[src/rtl/wb_writeback_sequencer_pkg.sv]
// ---------------------------------------------------------------------------
// wb_writeback_sequencer_pkg
//   Shared definitions for the writeback sequencer slice:
//     - default field widths of a retiring-instruction record
//     - instruction type codes (TYPE_IDLE marks "no GPR write this beat")
//     - wb_entry_t : one retiring instruction as buffered by the WB FIFO
//     - wb_state_e : sequencer states (ISSUE, CSR_BEAT)
//   No ports (package).
// ---------------------------------------------------------------------------
package wb_writeback_sequencer_pkg;

    localparam int WB_DBITS      = 32;
    localparam int WB_REGNOBITS  = 5;
    localparam int WB_CSRNOBITS  = 4;
    localparam int WB_TYPENOBITS = 3;

    // Instruction type codes as seen by DE on type_I_WB.
    localparam logic [WB_TYPENOBITS-1:0] TYPE_IDLE = 3'd0;
    localparam logic [WB_TYPENOBITS-1:0] TYPE_R    = 3'd1;
    localparam logic [WB_TYPENOBITS-1:0] TYPE_I    = 3'd2;
    localparam logic [WB_TYPENOBITS-1:0] TYPE_S    = 3'd3;
    localparam logic [WB_TYPENOBITS-1:0] TYPE_U    = 3'd4;

    // wr_reg and rd are kept as the two most significant fields: the FIFO
    // exposes that top slice of every slot for pending-destination tracking.
    typedef struct packed {
        logic                     wr_reg;
        logic [WB_REGNOBITS-1:0]  rd;
        logic [WB_DBITS-1:0]      regval;
        logic                     wr_csr;
        logic [WB_CSRNOBITS-1:0]  csrno;
        logic [WB_DBITS-1:0]      csrval;
        logic [WB_TYPENOBITS-1:0] itype;
    } wb_entry_t;

    typedef enum logic [0:0] {
        ISSUE    = 1'b0,
        CSR_BEAT = 1'b1
    } wb_state_e;

endpackage

[src/rtl/wb_writeback_sequencer_retire_fifo.sv]
// ---------------------------------------------------------------------------
// wb_retire_fifo
//   DEPTH-entry synchronous FIFO holding retiring instructions.
//   Pointers wrap modulo DEPTH (DEPTH must be a power of two, >= 2).
//   Ports:
//     clk, reset        clock, asynchronous active-high reset (empties FIFO)
//     i_push/i_push_data write one entry (caller guarantees not full)
//     i_pop             drop the head entry (caller guarantees not empty)
//     o_head            entry at the read pointer
//     o_rd_ptr/o_wr_ptr current read / write slot
//     o_count           number of buffered entries (0..DEPTH)
//     o_tags            top TAGW bits of every slot, for hazard-mask logic
// ---------------------------------------------------------------------------
module wb_retire_fifo
    import wb_writeback_sequencer_pkg::*;
#(
    parameter int WIDTH = $bits(wb_entry_t),
    parameter int TAGW  = 1 + WB_REGNOBITS,
    parameter int DEPTH = 2
) (
    input  logic                       clk,
    input  logic                       reset,
    input  logic                       i_push,
    input  logic [WIDTH-1:0]           i_push_data,
    input  logic                       i_pop,
    output logic [WIDTH-1:0]           o_head,
    output logic [$clog2(DEPTH)-1:0]   o_rd_ptr,
    output logic [$clog2(DEPTH)-1:0]   o_wr_ptr,
    output logic [$clog2(DEPTH):0]     o_count,
    output logic [DEPTH-1:0][TAGW-1:0] o_tags
);

    localparam int PTRW = $clog2(DEPTH);
    localparam int CW   = PTRW + 1;

    logic [WIDTH-1:0] r_mem [DEPTH];
    logic [PTRW-1:0]  r_rd_ptr;
    logic [PTRW-1:0]  r_wr_ptr;
    logic [CW-1:0]    r_count;

    // Payload storage needs no reset: occupancy is tracked by the pointers.
    always_ff @(posedge clk) begin
        if (i_push) begin
            r_mem[r_wr_ptr] <= i_push_data;
        end
    end

    always_ff @(posedge clk or posedge reset) begin
        if (reset) begin
            r_rd_ptr <= '0;
            r_wr_ptr <= '0;
            r_count  <= '0;
        end else begin
            if (i_push) begin
                r_wr_ptr <= r_wr_ptr + PTRW'(1);
            end
            if (i_pop) begin
                r_rd_ptr <= r_rd_ptr + PTRW'(1);
            end
            r_count <= r_count + CW'(i_push) - CW'(i_pop);
        end
    end

    always_comb begin
        o_tags = '0;
        for (int i = 0; i < DEPTH; i++) begin
            o_tags[i] = r_mem[i][WIDTH-1 -: TAGW];
        end
    end

    assign o_head   = r_mem[r_rd_ptr];
    assign o_rd_ptr = r_rd_ptr;
    assign o_wr_ptr = r_wr_ptr;
    assign o_count  = r_count;

endmodule

[src/rtl/wb_writeback_sequencer.sv]
// ---------------------------------------------------------------------------
// wb_writeback_sequencer
//   Writer end of the WB-to-DE register-file write bus. Retiring
//   instructions arrive from MEM over in_valid/in_ready into a small FIFO;
//   at most one architectural write (GPR or CSR) is emitted per cycle, so
//   dual-write instructions are split into a GPR beat followed by a CSR beat.
//   Optional feature: define WB_PERF_EN to add cycle_count/stall_cycles.
//   Ports:
//     clk, reset                 clock, asynchronous active-high reset
//     in_valid/in_ready          MEM handshake
//     in_wr_reg,in_rd,in_regval  GPR write request of the retiring instr
//     in_wr_csr,in_csrno,in_csrval CSR write request
//     in_type                    instruction type code
//     wr_reg_WB,wregno_WB        GPR write strobe / index to DE
//     regval_WB                  write data (GPR or CSR beat)
//     wr_csr_WB,wcsrno_WB        CSR write strobe / index to DE
//     rd_WB                      GPR destination of the current beat
//     type_I_WB                  type of current beat, TYPE_IDLE if no GPR write
//     pending_rd_mask            GPRs accepted but not yet written
//     retire_count               instructions retired (wraps)
//     cycle_count, stall_cycles  (WB_PERF_EN only) free-running counters
// ---------------------------------------------------------------------------
module wb_writeback_sequencer
    import wb_writeback_sequencer_pkg::*;
#(
    parameter int DBITS      = 32,
    parameter int REGNOBITS  = 5,
    parameter int CSRNOBITS  = 4,
    parameter int TYPENOBITS = 3,
    parameter int DEPTH      = 2
) (
    input  logic                  clk,
    input  logic                  reset,
    input  logic                  in_valid,
    output logic                  in_ready,
    input  logic                  in_wr_reg,
    input  logic [REGNOBITS-1:0]  in_rd,
    input  logic [DBITS-1:0]      in_regval,
    input  logic                  in_wr_csr,
    input  logic [CSRNOBITS-1:0]  in_csrno,
    input  logic [DBITS-1:0]      in_csrval,
    input  logic [TYPENOBITS-1:0] in_type,
    output logic                  wr_reg_WB,
    output logic [REGNOBITS-1:0]  wregno_WB,
    output logic [DBITS-1:0]      regval_WB,
    output logic                  wr_csr_WB,
    output logic [CSRNOBITS-1:0]  wcsrno_WB,
    output logic [REGNOBITS-1:0]  rd_WB,
    output logic [TYPENOBITS-1:0] type_I_WB,
    output logic [31:0]           pending_rd_mask,
    output logic [31:0]           retire_count
`ifdef WB_PERF_EN
    ,
    output logic [31:0]           cycle_count,
    output logic [31:0]           stall_cycles
`endif
);

    localparam int PTRW = $clog2(DEPTH);
    localparam int CW   = PTRW + 1;
    localparam int TAGW = 1 + REGNOBITS;

    localparam logic [0:0]            S_ISSUE     = ISSUE;
    localparam logic [0:0]            S_CSR_BEAT  = CSR_BEAT;
    localparam logic [TYPENOBITS-1:0] L_TYPE_IDLE = TYPENOBITS'(TYPE_IDLE);

    // Same layout as wb_entry_t, but sized by this instance's parameters.
    typedef struct packed {
        logic                  wr_reg;
        logic [REGNOBITS-1:0]  rd;
        logic [DBITS-1:0]      regval;
        logic                  wr_csr;
        logic [CSRNOBITS-1:0]  csrno;
        logic [DBITS-1:0]      csrval;
        logic [TYPENOBITS-1:0] itype;
    } entry_t;

    localparam int EW = $bits(entry_t);

    // ------------------------------------------------------------------
    // Intake and FIFO
    // ------------------------------------------------------------------
    entry_t                    w_in_entry;
    entry_t                    w_head;
    logic [EW-1:0]             w_head_bits;
    logic                      w_push;
    logic                      w_pop;
    logic [PTRW-1:0]           w_rd_ptr;
    logic [PTRW-1:0]           w_wr_ptr;
    logic [CW-1:0]             w_count;
    logic [DEPTH-1:0][TAGW-1:0] w_tags;
    logic                      w_head_valid;

    // A write to x0 is architecturally a no-op: drop the strobe at intake so
    // it neither emits a beat nor shows up in the hazard mask.
    always_comb begin
        w_in_entry        = '0;
        w_in_entry.wr_reg = in_wr_reg && (in_rd != '0);
        w_in_entry.rd     = in_rd;
        w_in_entry.regval = in_regval;
        w_in_entry.wr_csr = in_wr_csr;
        w_in_entry.csrno  = in_csrno;
        w_in_entry.csrval = in_csrval;
        w_in_entry.itype  = in_type;
    end

    // in_ready looks only at the registered count: a pop in a full cycle
    // does not open the door until the next cycle.
    assign in_ready     = (w_count != CW'(DEPTH));
    assign w_push       = in_valid && in_ready;
    assign w_head_valid = (w_count != '0);
    assign w_head       = w_head_bits;

    wb_retire_fifo #(
        .WIDTH (EW),
        .TAGW  (TAGW),
        .DEPTH (DEPTH)
    ) u_fifo (
        .clk         (clk),
        .reset       (reset),
        .i_push      (w_push),
        .i_push_data (w_in_entry),
        .i_pop       (w_pop),
        .o_head      (w_head_bits),
        .o_rd_ptr    (w_rd_ptr),
        .o_wr_ptr    (w_wr_ptr),
        .o_count     (w_count),
        .o_tags      (w_tags)
    );

    // ------------------------------------------------------------------
    // Beat sequencer
    // ------------------------------------------------------------------
    logic [0:0]            r_state;
    logic [0:0]            w_state_next;
    logic                  r_wr_reg_WB,  w_wr_reg_next;
    logic [REGNOBITS-1:0]  r_wregno_WB,  w_wregno_next;
    logic [DBITS-1:0]      r_regval_WB,  w_regval_next;
    logic                  r_wr_csr_WB,  w_wr_csr_next;
    logic [CSRNOBITS-1:0]  r_wcsrno_WB,  w_wcsrno_next;
    logic [TYPENOBITS-1:0] r_type_I_WB,  w_type_next;
    logic [31:0]           r_pending_rd_mask, w_mask_next;
    logic [31:0]           r_retire_count;

    always_comb begin
        w_state_next  = r_state;
        w_pop         = 1'b0;
        w_wr_reg_next = 1'b0;
        w_wregno_next = '0;
        w_regval_next = '0;
        w_wr_csr_next = 1'b0;
        w_wcsrno_next = '0;
        w_type_next   = L_TYPE_IDLE;
        if (w_head_valid) begin
            if (r_state == S_CSR_BEAT) begin
                // Second half of a dual-write instruction.
                w_wr_csr_next = 1'b1;
                w_wcsrno_next = w_head.csrno;
                w_regval_next = w_head.csrval;
                w_pop         = 1'b1;
                w_state_next  = S_ISSUE;
            end else if (w_head.wr_reg) begin
                w_wr_reg_next = 1'b1;
                w_wregno_next = w_head.rd;
                w_regval_next = w_head.regval;
                w_type_next   = w_head.itype;
                if (w_head.wr_csr) begin
                    w_state_next = S_CSR_BEAT;
                end else begin
                    w_pop = 1'b1;
                end
            end else if (w_head.wr_csr) begin
                w_wr_csr_next = 1'b1;
                w_wcsrno_next = w_head.csrno;
                w_regval_next = w_head.csrval;
                w_pop         = 1'b1;
            end else begin
                // Store/branch: retire with no architectural write.
                w_pop = 1'b1;
            end
        end
    end

    // ------------------------------------------------------------------
    // Pending-destination mask, rebuilt from the FIFO contents as they will
    // be after this edge: include this edge's push, exclude this edge's pop,
    // and exclude a head whose GPR beat has just been emitted.
    // ------------------------------------------------------------------
    logic [PTRW-1:0]        w_rd_ptr_next;
    logic [CW-1:0]          w_count_next;
    logic [DEPTH-1:0]       w_slot_live;
    logic [DEPTH-1:0][31:0] w_slot_bits;

    assign w_rd_ptr_next = w_rd_ptr + PTRW'(w_pop);
    assign w_count_next  = w_count + CW'(w_push) - CW'(w_pop);

    for (genvar gi = 0; gi < DEPTH; gi++) begin : g_slot
        logic [TAGW-1:0]      w_tag;
        logic                 w_tag_wr;
        logic [REGNOBITS-1:0] w_tag_rd;
        logic [PTRW-1:0]      w_off;
        logic                 w_occupied;
        logic                 w_gpr_done;

        assign w_tag = (w_push && (w_wr_ptr == PTRW'(gi)))
                     ? {w_in_entry.wr_reg, w_in_entry.rd}
                     : w_tags[gi];
        assign w_tag_wr   = w_tag[TAGW-1];
        assign w_tag_rd   = w_tag[REGNOBITS-1:0];
        // Slot distance from the next head; occupied if within next count.
        assign w_off      = PTRW'(gi) - w_rd_ptr_next;
        assign w_occupied = (CW'(w_off) < w_count_next);
        assign w_gpr_done = (PTRW'(gi) == w_rd_ptr_next) && (w_state_next == S_CSR_BEAT);

        assign w_slot_live[gi] = w_occupied && w_tag_wr && !w_gpr_done;
        assign w_slot_bits[gi] = 32'd1 << w_tag_rd;
    end

    always_comb begin
        w_mask_next = '0;
        for (int i = 0; i < DEPTH; i++) begin
            if (w_slot_live[i]) begin
                w_mask_next = w_mask_next | w_slot_bits[i];
            end
        end
        w_mask_next[0] = 1'b0;
    end

    // ------------------------------------------------------------------
    // Registered write bus
    // ------------------------------------------------------------------
    always_ff @(posedge clk or posedge reset) begin
        if (reset) begin
            r_state           <= S_ISSUE;
            r_wr_reg_WB       <= 1'b0;
            r_wregno_WB       <= '0;
            r_regval_WB       <= '0;
            r_wr_csr_WB       <= 1'b0;
            r_wcsrno_WB       <= '0;
            r_type_I_WB       <= L_TYPE_IDLE;
            r_pending_rd_mask <= '0;
            r_retire_count    <= '0;
        end else begin
            r_state           <= w_state_next;
            r_wr_reg_WB       <= w_wr_reg_next;
            r_wregno_WB       <= w_wregno_next;
            r_regval_WB       <= w_regval_next;
            r_wr_csr_WB       <= w_wr_csr_next;
            r_wcsrno_WB       <= w_wcsrno_next;
            r_type_I_WB       <= w_type_next;
            r_pending_rd_mask <= w_mask_next;
            if (w_pop) begin
                r_retire_count <= r_retire_count + 32'd1;
            end
        end
    end

    assign wr_reg_WB       = r_wr_reg_WB;
    assign wregno_WB       = r_wregno_WB;
    assign regval_WB       = r_regval_WB;
    assign wr_csr_WB       = r_wr_csr_WB;
    assign wcsrno_WB       = r_wcsrno_WB;
    assign rd_WB           = r_wregno_WB;
    assign type_I_WB       = r_type_I_WB;
    assign pending_rd_mask = r_pending_rd_mask;
    assign retire_count    = r_retire_count;

`ifdef WB_PERF_EN
    logic [31:0] r_cycle_count;
    logic [31:0] r_stall_cycles;

    always_ff @(posedge clk or posedge reset) begin
        if (reset) begin
            r_cycle_count  <= '0;
            r_stall_cycles <= '0;
        end else begin
            r_cycle_count <= r_cycle_count + 32'd1;
            if (in_valid && !in_ready) begin
                r_stall_cycles <= r_stall_cycles + 32'd1;
            end
        end
    end

    assign cycle_count  = r_cycle_count;
    assign stall_cycles = r_stall_cycles;
`endif

endmodule

[config.mk]
export PLATFORM = sky130hd
export DESIGN_NAME = wb_writeback_sequencer
export DESIGN_NICKNAME = d
export VERILOG_FILES = /design/src/rtl/wb_writeback_sequencer_pkg.sv /design/src/rtl/wb_writeback_sequencer_retire_fifo.sv /design/src/rtl/wb_writeback_sequencer.sv
export SDC_FILE = /design/constraint.sdc
export NUM_CORES = 1
export LEC_CHECK = 0
export CORE_MARGIN = 2
export CORE_UTILIZATION = 35
export DETAILED_ROUTE_END_ITERATION = 8
export HOLD_SLACK_MARGIN = 0.1
export PLACE_DENSITY_LB_ADDON = 0.12
export SLEW_MARGIN = 20
export SYNTH_ARGS = -nofsm -noshare
export SYNTH_HDL_FRONTEND = slang
export SYNTH_SLANG_ARGS = --single-unit
export TNS_END_PERCENT = 1
[constraint.sdc]
create_clock -name clk -period 3.8 [get_ports clk]
set_input_delay 0.38 -clock clk [delete_from_list [all_inputs] [get_ports clk]]
set_output_delay 0.38 -clock clk [all_outputs]
set_load 0.005 [all_outputs]
# Word level (Yosys, flattened, before mapping)
# Memories as Yosys holds them, arrays and structs flattened.
# Index checks and enable logic that the tools add are counted.
# op_classes
n_bitwise	3
order_cmp	2
n_eq_ne	1
addsub	8
muxes	34
n_reduce_logical	14
shift	2
# op_table
op	count
32-bit two-way mux	6
1-bit by 5-bit left shift with 32-bit output (first input constant)	2
32-bit by 1-bit adder with 32-bit output (second input constant)	1
32-bit OR	1
1-bit two-way mux	16
4-bit two-way mux	4
5-bit two-way mux	3
6-bit two-way mux	2
1-bit logical AND	10
3-bit two-way mux	3
5-bit nonzero test	1
1-bit by 2-bit less-than comparator with 1-bit output	2
1-bit adder (second input constant)	2
2-bit by 1-bit adder with 2-bit output	1
1-bit logical NOT	2
2-bit inequality test (second input constant)	1
1-bit NOT	2
2-bit nonzero test	1
1-bit subtractor (first input constant)	2
2-bit by 1-bit subtractor with 2-bit output	1
1-bit adder	1
# totals
mem_count	1
regBits	114
wordCells	77
mem_bits_rw	156
# mem_list
memory	words	word_bits	rd	rd_ports_with_merged_regs	write_ports	line_no	text
u_fifo.r_mem	2	78	3	0	1	wb_writeback_sequencer_retire_fifo.sv:36	logic [WIDTH-1:0] r_mem [DEPTH];

# Logic depth before layout (Yosys ltp)
# Gate-level depths: netlist of the first run.
# An unclocked memory read counts as a cell.
# logic_depth
depth_word	13
depth_mapped	14
mapped_depth_nobuf	12

# Hierarchy
# From an unflattened synthesis of the first run, not the netlist that was laid out.
# hier_totals
hier_cells	703
area_unflattened_um2	10809.1
# by_module_without_submodules
module	area_per_inst_um2	seq_area_each_um2	n_inst	cells_each
wb_retire_fifo	5944.5	4784.6	1	269
wb_writeback_sequencer	4864.7	2752.6	1	434

# Worst setup path after synthesis of the first run
# No wires, ideal clock.
# synth_timing
path_kind	reg2reg
from	register u_fifo.r_count[1], in the netlist u_fifo.o_count[1]
to	memory u_fifo.r_mem[0][0] (netlist bit), enable pin
setup_slack_ps	853
arrival_time_ps	2515
stages_incl_launch_ff	7
setup_ps	432
synth_period_minus_slack_ps	2947
path_buffers	2
t_required_ps	3368
path_cell_list	dfrtp_1 -> buf_6 -> nor2b_4 -> inv_2 -> nand2_4 -> buf_4 -> inv_1
# synth_via
elab_chain_len	4
# synth_lines
item	line_no	text
start, declared	wb_writeback_sequencer_retire_fifo.sv:39	logic [CW-1:0] r_count;
start signal, assigned	wb_writeback_sequencer_retire_fifo.sv:60	r_count <= r_count + CW'(i_push) - CW'(i_pop);
2-bit inequality test	wb_writeback_sequencer.sv:109	assign in_ready = (w_count != CW'(DEPTH));
net in_ready	wb_writeback_sequencer.sv:35	output logic in_ready,
1-bit logical AND	wb_writeback_sequencer.sv:110	assign w_push = in_valid && in_ready;
1-bit two-way mux	wb_writeback_sequencer_retire_fifo.sv:43	if (i_push) begin
1-bit two-way mux (not written as such)	wb_writeback_sequencer_retire_fifo.sv:44	r_mem[r_wr_ptr] <= i_push_data;
end, declared	wb_writeback_sequencer_retire_fifo.sv:36	
# The timed path passes the listed nets, and every way through them passes these cells.

# Final worst setup path of the first run
# layout_timing
from	register u_fifo.r_rd_ptr, in the netlist u_fifo.o_rd_ptr
to	register r_pending_rd_mask[29], in the netlist pending_rd_mask[29]
# layout_via
word_cells_on_any_way	27
cone_classes	4 x add/sub; 2 x order compare; 10 x mux; 2 x bitwise; 8 x reduce/logical; 1 x memory
# layout_lines
item	line_no	text
start, declared	wb_writeback_sequencer_retire_fifo.sv:37	logic [PTRW-1:0] r_rd_ptr;
start signal, assigned	wb_writeback_sequencer_retire_fifo.sv:58	r_rd_ptr <= r_rd_ptr + PTRW'(1);
memory read 2 x 78 bit *	n/a	
1-bit two-way mux	wb_writeback_sequencer.sv:167	if (w_head.wr_csr) begin
1-bit two-way mux *	wb_writeback_sequencer.sv:162	end else if (w_head.wr_reg) begin
1-bit two-way mux *	wb_writeback_sequencer.sv:155	if (r_state == S_CSR_BEAT) begin
1-bit two-way mux *	wb_writeback_sequencer.sv:154	if (w_head_valid) begin
net u_fifo.i_pop	wb_writeback_sequencer_retire_fifo.sv:25	input logic i_pop,
2-bit by 1-bit subtractor with 2-bit output *	wb_writeback_sequencer.sv:195	assign w_count_next = w_count + CW'(w_push) - CW'(w_pop);
net w_count_next[1]	wb_writeback_sequencer.sv:190	logic [CW-1:0] w_count_next;
1-bit by 2-bit less-than comparator with 1-bit output	wb_writeback_sequencer.sv:212	assign w_occupied = (CW'(w_off) < w_count_next);
1-bit logical AND (2 in a row)	wb_writeback_sequencer.sv:215	assign w_slot_live[gi] = w_occupied && w_tag_wr && !w_gpr_done;
32-bit two-way mux	wb_writeback_sequencer.sv:222	if (w_slot_live[i]) begin
32-bit OR	wb_writeback_sequencer.sv:223	w_mask_next = w_mask_next | w_slot_bits[i];
32-bit two-way mux *	wb_writeback_sequencer.sv:222	
net w_mask_next[29]	wb_writeback_sequencer.sv:142	logic [31:0] r_pending_rd_mask, w_mask_next;
end signal, assigned	wb_writeback_sequencer.sv:251	r_pending_rd_mask <= w_mask_next;
end, declared	wb_writeback_sequencer.sv:142	
# The timed path passes the listed nets; every way through them passes the cells marked *.
# A chain may end at the register's enable or synchronous reset.

==> impl_metrics.env, run 1 <==
export IMPL_wl_per_cell_um=18.53
export IMPL_multiInputGateArea_mm2=0.002864
export IMPL_switchingPower_mw=3.268
export IMPL_tns_ns=0
export IMPL_die_area_mm2=0.03187
export IMPL_grt_pass1_vias=6437
export IMPL_worstPathRequired_ns=4.25
export IMPL_top_usage_layer="met2"
export IMPL_cts_hold_buf=0
export IMPL_synth_ff_type="edfxtp_1"
export IMPL_row_count=63
export IMPL_ys_types=73
export IMPL_ys_seq_area_frac=0.7070
export IMPL_switching_share=0.3143
export IMPL_syn_area_per_cell_um2=15.43
export IMPL_endpoint_kind="register"
export IMPL_total_power_mw=10.40
export IMPL_hold_viol=0
export IMPL_rsz0062_at_grt="no"
export IMPL_path_cells="nand3b_1 > a21o_1 > o21ai_2 > inv_1 > ha_1 > inv_1 > ha_1 > xnor2_1 > xnor2_1 > o21bai_1 > nand3_2 > o32ai_1"
export IMPL_wl_um=24350
export IMPL_irDropWorstVdd_mv=0.5021
export IMPL_r2r_end="pending_rd_mask[29]"
export IMPL_io_buffers=195
export IMPL_numCtsBuffers=30
export IMPL_drtIter0Drc=353
export IMPL_synth_compound_area_frac=0.06302
export IMPL_final_common_cell="clkdlybuf4s50_1"
export IMPL_htree_levels=1
export IMPL_final_cell_mix="clkdlybuf4s50_1 (195), edfxtp_1 (156), dfrtp_1 (113), mux2i_1 (82), o22ai_1 (52)"
export IMPL_overflow=0
export IMPL_antenna_left=0
export IMPL_outcome="finished clean"
export IMPL_track_usage=0.1518
export IMPL_ff2ff_path_depth=12
export IMPL_clock_power_share=0.283
export IMPL_slew_headroom=0.2764
export IMPL_cpLargestDelayFamily="compound AO/OA/AOI/OAI gates"
export IMPL_root_buffer="clkbuf_16"
export IMPL_netlist_instances=691
export IMPL_drive_gt1_frac=0.1159
export IMPL_viasPerCell=4.914
export IMPL_yosys_register_bits=270
export IMPL_rrSetupSlack_ns=0.46
export IMPL_startpoint_type="register"
export IMPL_grt_use_met1=0.2010
export IMPL_path_class="register to register"
export IMPL_clk_pin_slew_ns=0.06
export IMPL_arrival_ns=3.79
export IMPL_postCtsSetupBuffers=0
export IMPL_worstSkewPairLatency_ns=0.57
export IMPL_synth_simple_area_share=0.08814
export IMPL_p_leak_nw=5.458
export IMPL_postSynth_asyncResetShare=0.4222
export IMPL_grt_max_degree=64
export IMPL_path_buf_inv=2
export IMPL_comb_power_share=0.313
export IMPL_core_area_mm2=0.02980
export IMPL_p_int_mw=7.129
export IMPL_max_stage_delay_ns=0.48
export IMPL_hpwl_um=16020
export IMPL_synthMuxAreaShare=0.08579
export IMPL_grt_pass1_wl_um=37080
export IMPL_nets=983
export IMPL_synthAdderAreaFrac=0.003521
export IMPL_tightest_slew_ns=1.085
export IMPL_setup_viol=0
export IMPL_grt_use_met3=0.03922
export IMPL_first_pass_iters=4
export IMPL_ios=197
export IMPL_max_freq_mhz=299.0
export IMPL_rr_startpoint="u_fifo.o_rd_ptr"
export IMPL_cts_path_max_buffers=3
export IMPL_fp_dieW_um=178.5
export IMPL_cts_tree="done"
export IMPL_cpMaxStageDelayCell="dfrtp_4"
export IMPL_cts_resized=0
export IMPL_antenna_found_initial=4
export IMPL_syn_nets=775
export IMPL_synth_xor_area_frac=0.02711
export IMPL_worstPathMaxFanout=16
export IMPL_power_density_mw_per_mm2=737.7
export IMPL_seqCellArea_mm2=0.007541
export IMPL_fillers=2645
export IMPL_vias=6457
export IMPL_synth_edf_count=156
export IMPL_ys_warn_count=0
export IMPL_fin_crit_ns=3.345
export IMPL_start_util=0.3578
export IMPL_synth_top_family_by_area="simple AND/OR/NAND/NOR gates"
export IMPL_gp_congestion=0.7691
export IMPL_die_y_um=178.5
export IMPL_slew_violations=0
export IMPL_synth_area_mm2=0.01066
export IMPL_seq_power_share=0.404
export IMPL_fin_crit_sh=0.8802
export IMPL_clock_skew_ns=0.01358
export IMPL_grtUsageMet2=0.2460
export IMPL_hold_class="input pin to async pin"
export IMPL_cts_sinks=270
export IMPL_area_delta_synth_final_pct=32.19
export IMPL_cap_violations=0
export IMPL_drc=0
==> state kept, by name, summed over array words and instances (netlist names) <==
name / flops
u_fifo.o_count: 2
wcsrno_WB: 4
u_fifo.o_wr_ptr: 1
type_I_WB: 3
pending_rd_mask: 31
r_state: 1
rd_WB: 5
regval_WB: 32
retire_count: 32
wr_csr_WB: 1
u_fifo.o_rd_ptr: 1
wr_reg_WB: 1
u_fifo.r_mem: 156
==> how the worst max path moves through the flow <==
stage / start / to / slack, ns / cells after the start
floorplan: reset / pending_rd_mask[10] / 0.40 / 1
global placement: u_fifo.o_rd_ptr / pending_rd_mask[15] / 0.52 / 12
detailed placement: u_fifo.o_rd_ptr / pending_rd_mask[29] / 0.47 / 12
CTS: u_fifo.o_rd_ptr / pending_rd_mask[29] / 0.41 / 12
global route: u_fifo.o_rd_ptr / pending_rd_mask[22] / 0.15 / 12
finish: u_fifo.o_rd_ptr / pending_rd_mask[29] / 0.46 / 12
==> cells by family (layout without fill, tap and decap cells) <==
logic type,after synthesis,in the layout
DFF,270,270
and+or+nand+nor,149,149
AOI/OAI and AO/OA,93,93
muxes,90,90
buffers and inverters,52,284
xor gates and xnor gates,33,33
adders and majority gates,3,3
other,1,2
==> synth_stat cells, drive strengths merged, types with 9 or more instances <==
| cell | count | share of area |
|---|---|---|
| nand3 | 14 | 0.0087 |
| xnor2 | 18 | 0.015 |
| nand4 | 10 | 0.0093 |
| nand2b | 9 | 0.0053 |
| o32ai | 12 | 0.011 |
| dfrtp | 114 | 0.27 |
| mux2i | 82 | 0.077 |
| edfxtp | 156 | 0.44 |
| o22ai | 53 | 0.032 |
| nand2 | 36 | 0.013 |
| inv | 20 | 0.0070 |
| nor2 | 32 | 0.012 |
| buf | 26 | 0.016 |
| xor2 | 15 | 0.012 |
==> metal layers <==
| metal | up-vias | part of all wire |
|---|---|---|
| li1 | 3025 | - |
| met3 | 42 | 0.067 |
| met4 | 6 | 0.027 |
| met2 | 209 | 0.48 |
| met1 | 3175 | 0.43 |
| met5 | - | 0.0017 |
==> power by group through the flow <==
| stage | sequential, mW | combinational [mW] | clock (mW) |
|---|---|---|---|
| after floorplan | 4.19 | 1.97 | 0 |
| after global placement | 4.24 | 3.32 | 0 |
| after detailed placement | 4.26 | 3.32 | 0 |
| after CTS | 4.21 | 3.34 | 3.03 |
| after global routing | 4.27 | 3.57 | 3.14 |
| final | 4.20 | 3.25 | 2.94 |
==> per-stage QoR <==
step	hold slack, ns	setup WS, ns	cells	utilization	area, um2
CTS	0.3692	0.4123	1313	0.4729	14090
detailed placement	0.4680	0.4730	1257	0.4379	13050
global route	0.3753	0.1509	1313	0.4729	14090
global placement	0.4664	0.5230	1257	0.4379	13050
floorplan	0.4616	0.4043	691	-	10660
finish	0.3203	0.4551	1314	0.4730	14090
==> final cells by class <==
type                       instances  share of cell area
sequential                       270              0.5351
clock buffer                      43             0.06392
clock inverter                    13             0.01021
antenna                            1           0.0001776
inverter                          20            0.005593
multi-input combinational        369              0.2032
timing repair buffer             208              0.1472
tap                              390             0.03462
Note: power is estimated with default switching activity, not from simulation.
==> run 2: changes to the inputs <==
- CORE_MARGIN: 2 -> 3
- SYNTH_HIERARCHICAL: not set -> 1
==> impl_metrics.env, run 2 <==
export IMPL_outcome="finished clean"
export IMPL_tns_ns=0
export IMPL_irDropWorstVdd_mv=0.3526
export IMPL_vias=6478
export IMPL_startpoint_type="register"
export IMPL_clock_skew_ns=0.009387
export IMPL_rsz0062_at_grt="no"
export IMPL_grt_pass1_vias=6735
export IMPL_syn_nets=789
export IMPL_wl_um=24200
export IMPL_overflow=0
export IMPL_path_cells="mux2_2 > nand3b_1 > and2_1 > ha_1 > inv_1 > ha_1 > and2_1 > a31oi_1 > o21ai_1 > nand3_1 > buf_4 > o22ai_1"
export IMPL_die_y_um=181.7
export IMPL_cpMaxStageDelayCell="dfrtp_4"
export IMPL_fp_dieW_um=181.7
export IMPL_area_delta_synth_final_pct=30.88
export IMPL_numCtsBuffers=30
export IMPL_yosys_top_cells_area="edfxtp_1 (43%), dfrtp_1 (26%), mux2_2 (7.4%)"
export IMPL_postLayoutCoreUtil=0.4711
export IMPL_start_util=0.3599
export IMPL_cts_hold_buf=0
export IMPL_p_leak_nw=5.387
export IMPL_drtIter0Drc=324
export IMPL_grt_pass1_wl_um=37950
export IMPL_design_area_mm2=0.01415
export IMPL_drc=0
export IMPL_yosysMostFrequentCell="edfxtp_1"
export IMPL_worstPathRequired_ns=4.24
export IMPL_ys_seq_area_frac=0.6973
export IMPL_row_count=63
export IMPL_first_pass_iters=4
export IMPL_antenna_found_initial=3
export IMPL_final_cell_mix="clkdlybuf4s50_1 (195), edfxtp_1 (156), dfrtp_1 (113), mux2_2 (71), nand2_1 (41)"
export IMPL_ys_types=49
export IMPL_syn_area_per_cell_um2=15.38
export IMPL_endpoint_kind="register"
export IMPL_slew_headroom=0.4197
export IMPL_synth_edf_count=156
export IMPL_synth_top_area_frac=0.4334
export IMPL_cap_violations=0
export IMPL_io_buffers=195
export IMPL_track_usage=0.1427
export IMPL_clk_pin_slew_ns=0.05
export IMPL_fin_crit_ns=3.164
export IMPL_cpLargestDelayFamily="simple AND/OR/NAND/NOR gates"
export IMPL_largest_reg_flops=156
export IMPL_gp_congestion=0.8345
export IMPL_viasPerCell=4.915
export IMPL_htree_levels=1
export IMPL_synth_ff_type="edfxtp_1"
export IMPL_path_buf_inv=2
export IMPL_cts_resized=0
export IMPL_root_buffer="clkbuf_16"
export IMPL_rrSetupSlack_ns=0.64
export IMPL_cts_tree="done"
export IMPL_antenna_left=0
export IMPL_slew_violations=0
export IMPL_setup_viol=0
export IMPL_die_area_mm2=0.03303
export IMPL_arrival_ns=3.61
export IMPL_nets=989
export IMPL_ios=197
export IMPL_cts_path_max_buffers=3
export IMPL_yosys_area_top_type="edfxtp_1"
export IMPL_worstSkewPairLatency_ns=0.54
export IMPL_synth_area_mm2=0.01081
export IMPL_tightest_slew_ns=0.8664
export IMPL_hold_class="input pin to async pin"
export IMPL_worstPathMaxFanout=10
export IMPL_fin_crit_sh=0.8325
export IMPL_core_area_mm2=0.03003
export IMPL_path_class="register to register"
export IMPL_netlist_instances=703
export IMPL_max_stage_delay_ns=0.52
export IMPL_ys_warn_count=6
export IMPL_drive_gt1_frac=0.1704
export IMPL_yosys_register_bits=270
export IMPL_grt_max_degree=79
export IMPL_top_register="u_fifo/r_mem"
export IMPL_hpwl_um=15520
export IMPL_power_density_mw_per_mm2=740.8
export IMPL_hold_viol=0
export IMPL_postSynth_asyncResetShare=0.4222
export IMPL_cts_sinks=270
export IMPL_postCtsSetupBuffers=0
export IMPL_final_common_cell="clkdlybuf4s50_1"
export IMPL_wl_per_cell_um=18.36
export IMPL_max_freq_mhz=316.1
export IMPL_placedInstanceArea_mm2=0.01314
export IMPL_ys_top_cells_by_count="edfxtp_1 (156), dfrtp_1 (114), mux2_2 (71), nand2_1 (41), a22o_1 (32)"
run 2: metrics by stage:
stage	hold WS, ns	std cells	worst slack (ns)	total power [mW]
final	0.1582	1318	0.6364	10.48
after global placement	0.4646	1261	0.7010	7.723
after floorplan	0.1461	703	0.3413	6.359
after global routing	0.1556	1318	0.3663	11.09
after detailed placement	0.4811	1261	0.6451	7.745
after CTS	0.1533	1317	0.6284	10.68
run 2: final cells by class:
class | instances | area (um2)
Clock buffer | 46 | 903.4
Timing Repair Buffer | 210 | 2090
Sequential cell | 270 | 7541
Tap cell | 390 | 488.0
Inverter | 15 | 58.81
Antenna cell | 1 | 2.502
Fill cell | 2664 | 15890
Multi-Input combinational cell | 376 | 2964
Clock inverter | 10 | 100.1
run 2: logic make-up (layout without fill, tap and decap cells):
logic type	count (synthesis)	in the layout	synth area share
buffers and inverters	57	281	0.03056
DFF	270	270	0.6973
and+or+nand+nor	150	150	0.07895
adders and majority gates	5	5	0.005788
muxes	84	84	0.09064
other	1	2	0.0003469
xor gates and xnor gates	36	36	0.03056
AOI/OAI and AO/OA	100	100	0.06586
run 2: worst register-to-register path, stage by stage, from the launching register on:
cell and delay, ns:
dfrtp_4 0.52, mux2_2 0.25, nand3b_1 0.24, and2_1 0.25, ha_1 0.27, inv_1 0.04
ha_1 0.29, and2_1 0.15, a31oi_1 0.05, o21ai_1 0.24, nand3_1 0.33, buf_4 0.28
o22ai_1 0.19
run 2: final timing paths:
| path | from | endpoint | cells after the start |
|---|---|---|---|
| worst max-delay path | u_fifo/o_rd_ptr | pending_rd_mask[8] | 12 |
| worst min-delay path | reset | u_fifo/o_count[1] | 2 |
| worst max register to register | u_fifo/o_rd_ptr | pending_rd_mask[8] | 12 |
| worst min register to register | retire_count[31] | retire_count[31] | 1 |
| max in group asynchronous | reset | regval_WB[31] | 3 |
| min in group clk | in_csrval[21] | u_fifo/r_mem[0][24] | 1 |
run 2: per-layer routing:
layer	vias up	GRT usage	part of all wire
met5	-	0	0.00095
met4	4	0.03565	0.019
met3	45	0.03486	0.065
met2	192	0.2320	0.47
met1	3207	0.1936	0.44
li1	3030	-	-
run 2: where the power goes:
group          switching (mW)  total (mW)  internal, mW
Sequential              0.301        4.19          3.89
Combinational            1.74        3.41          1.67
Clock                    1.12        2.88          1.76
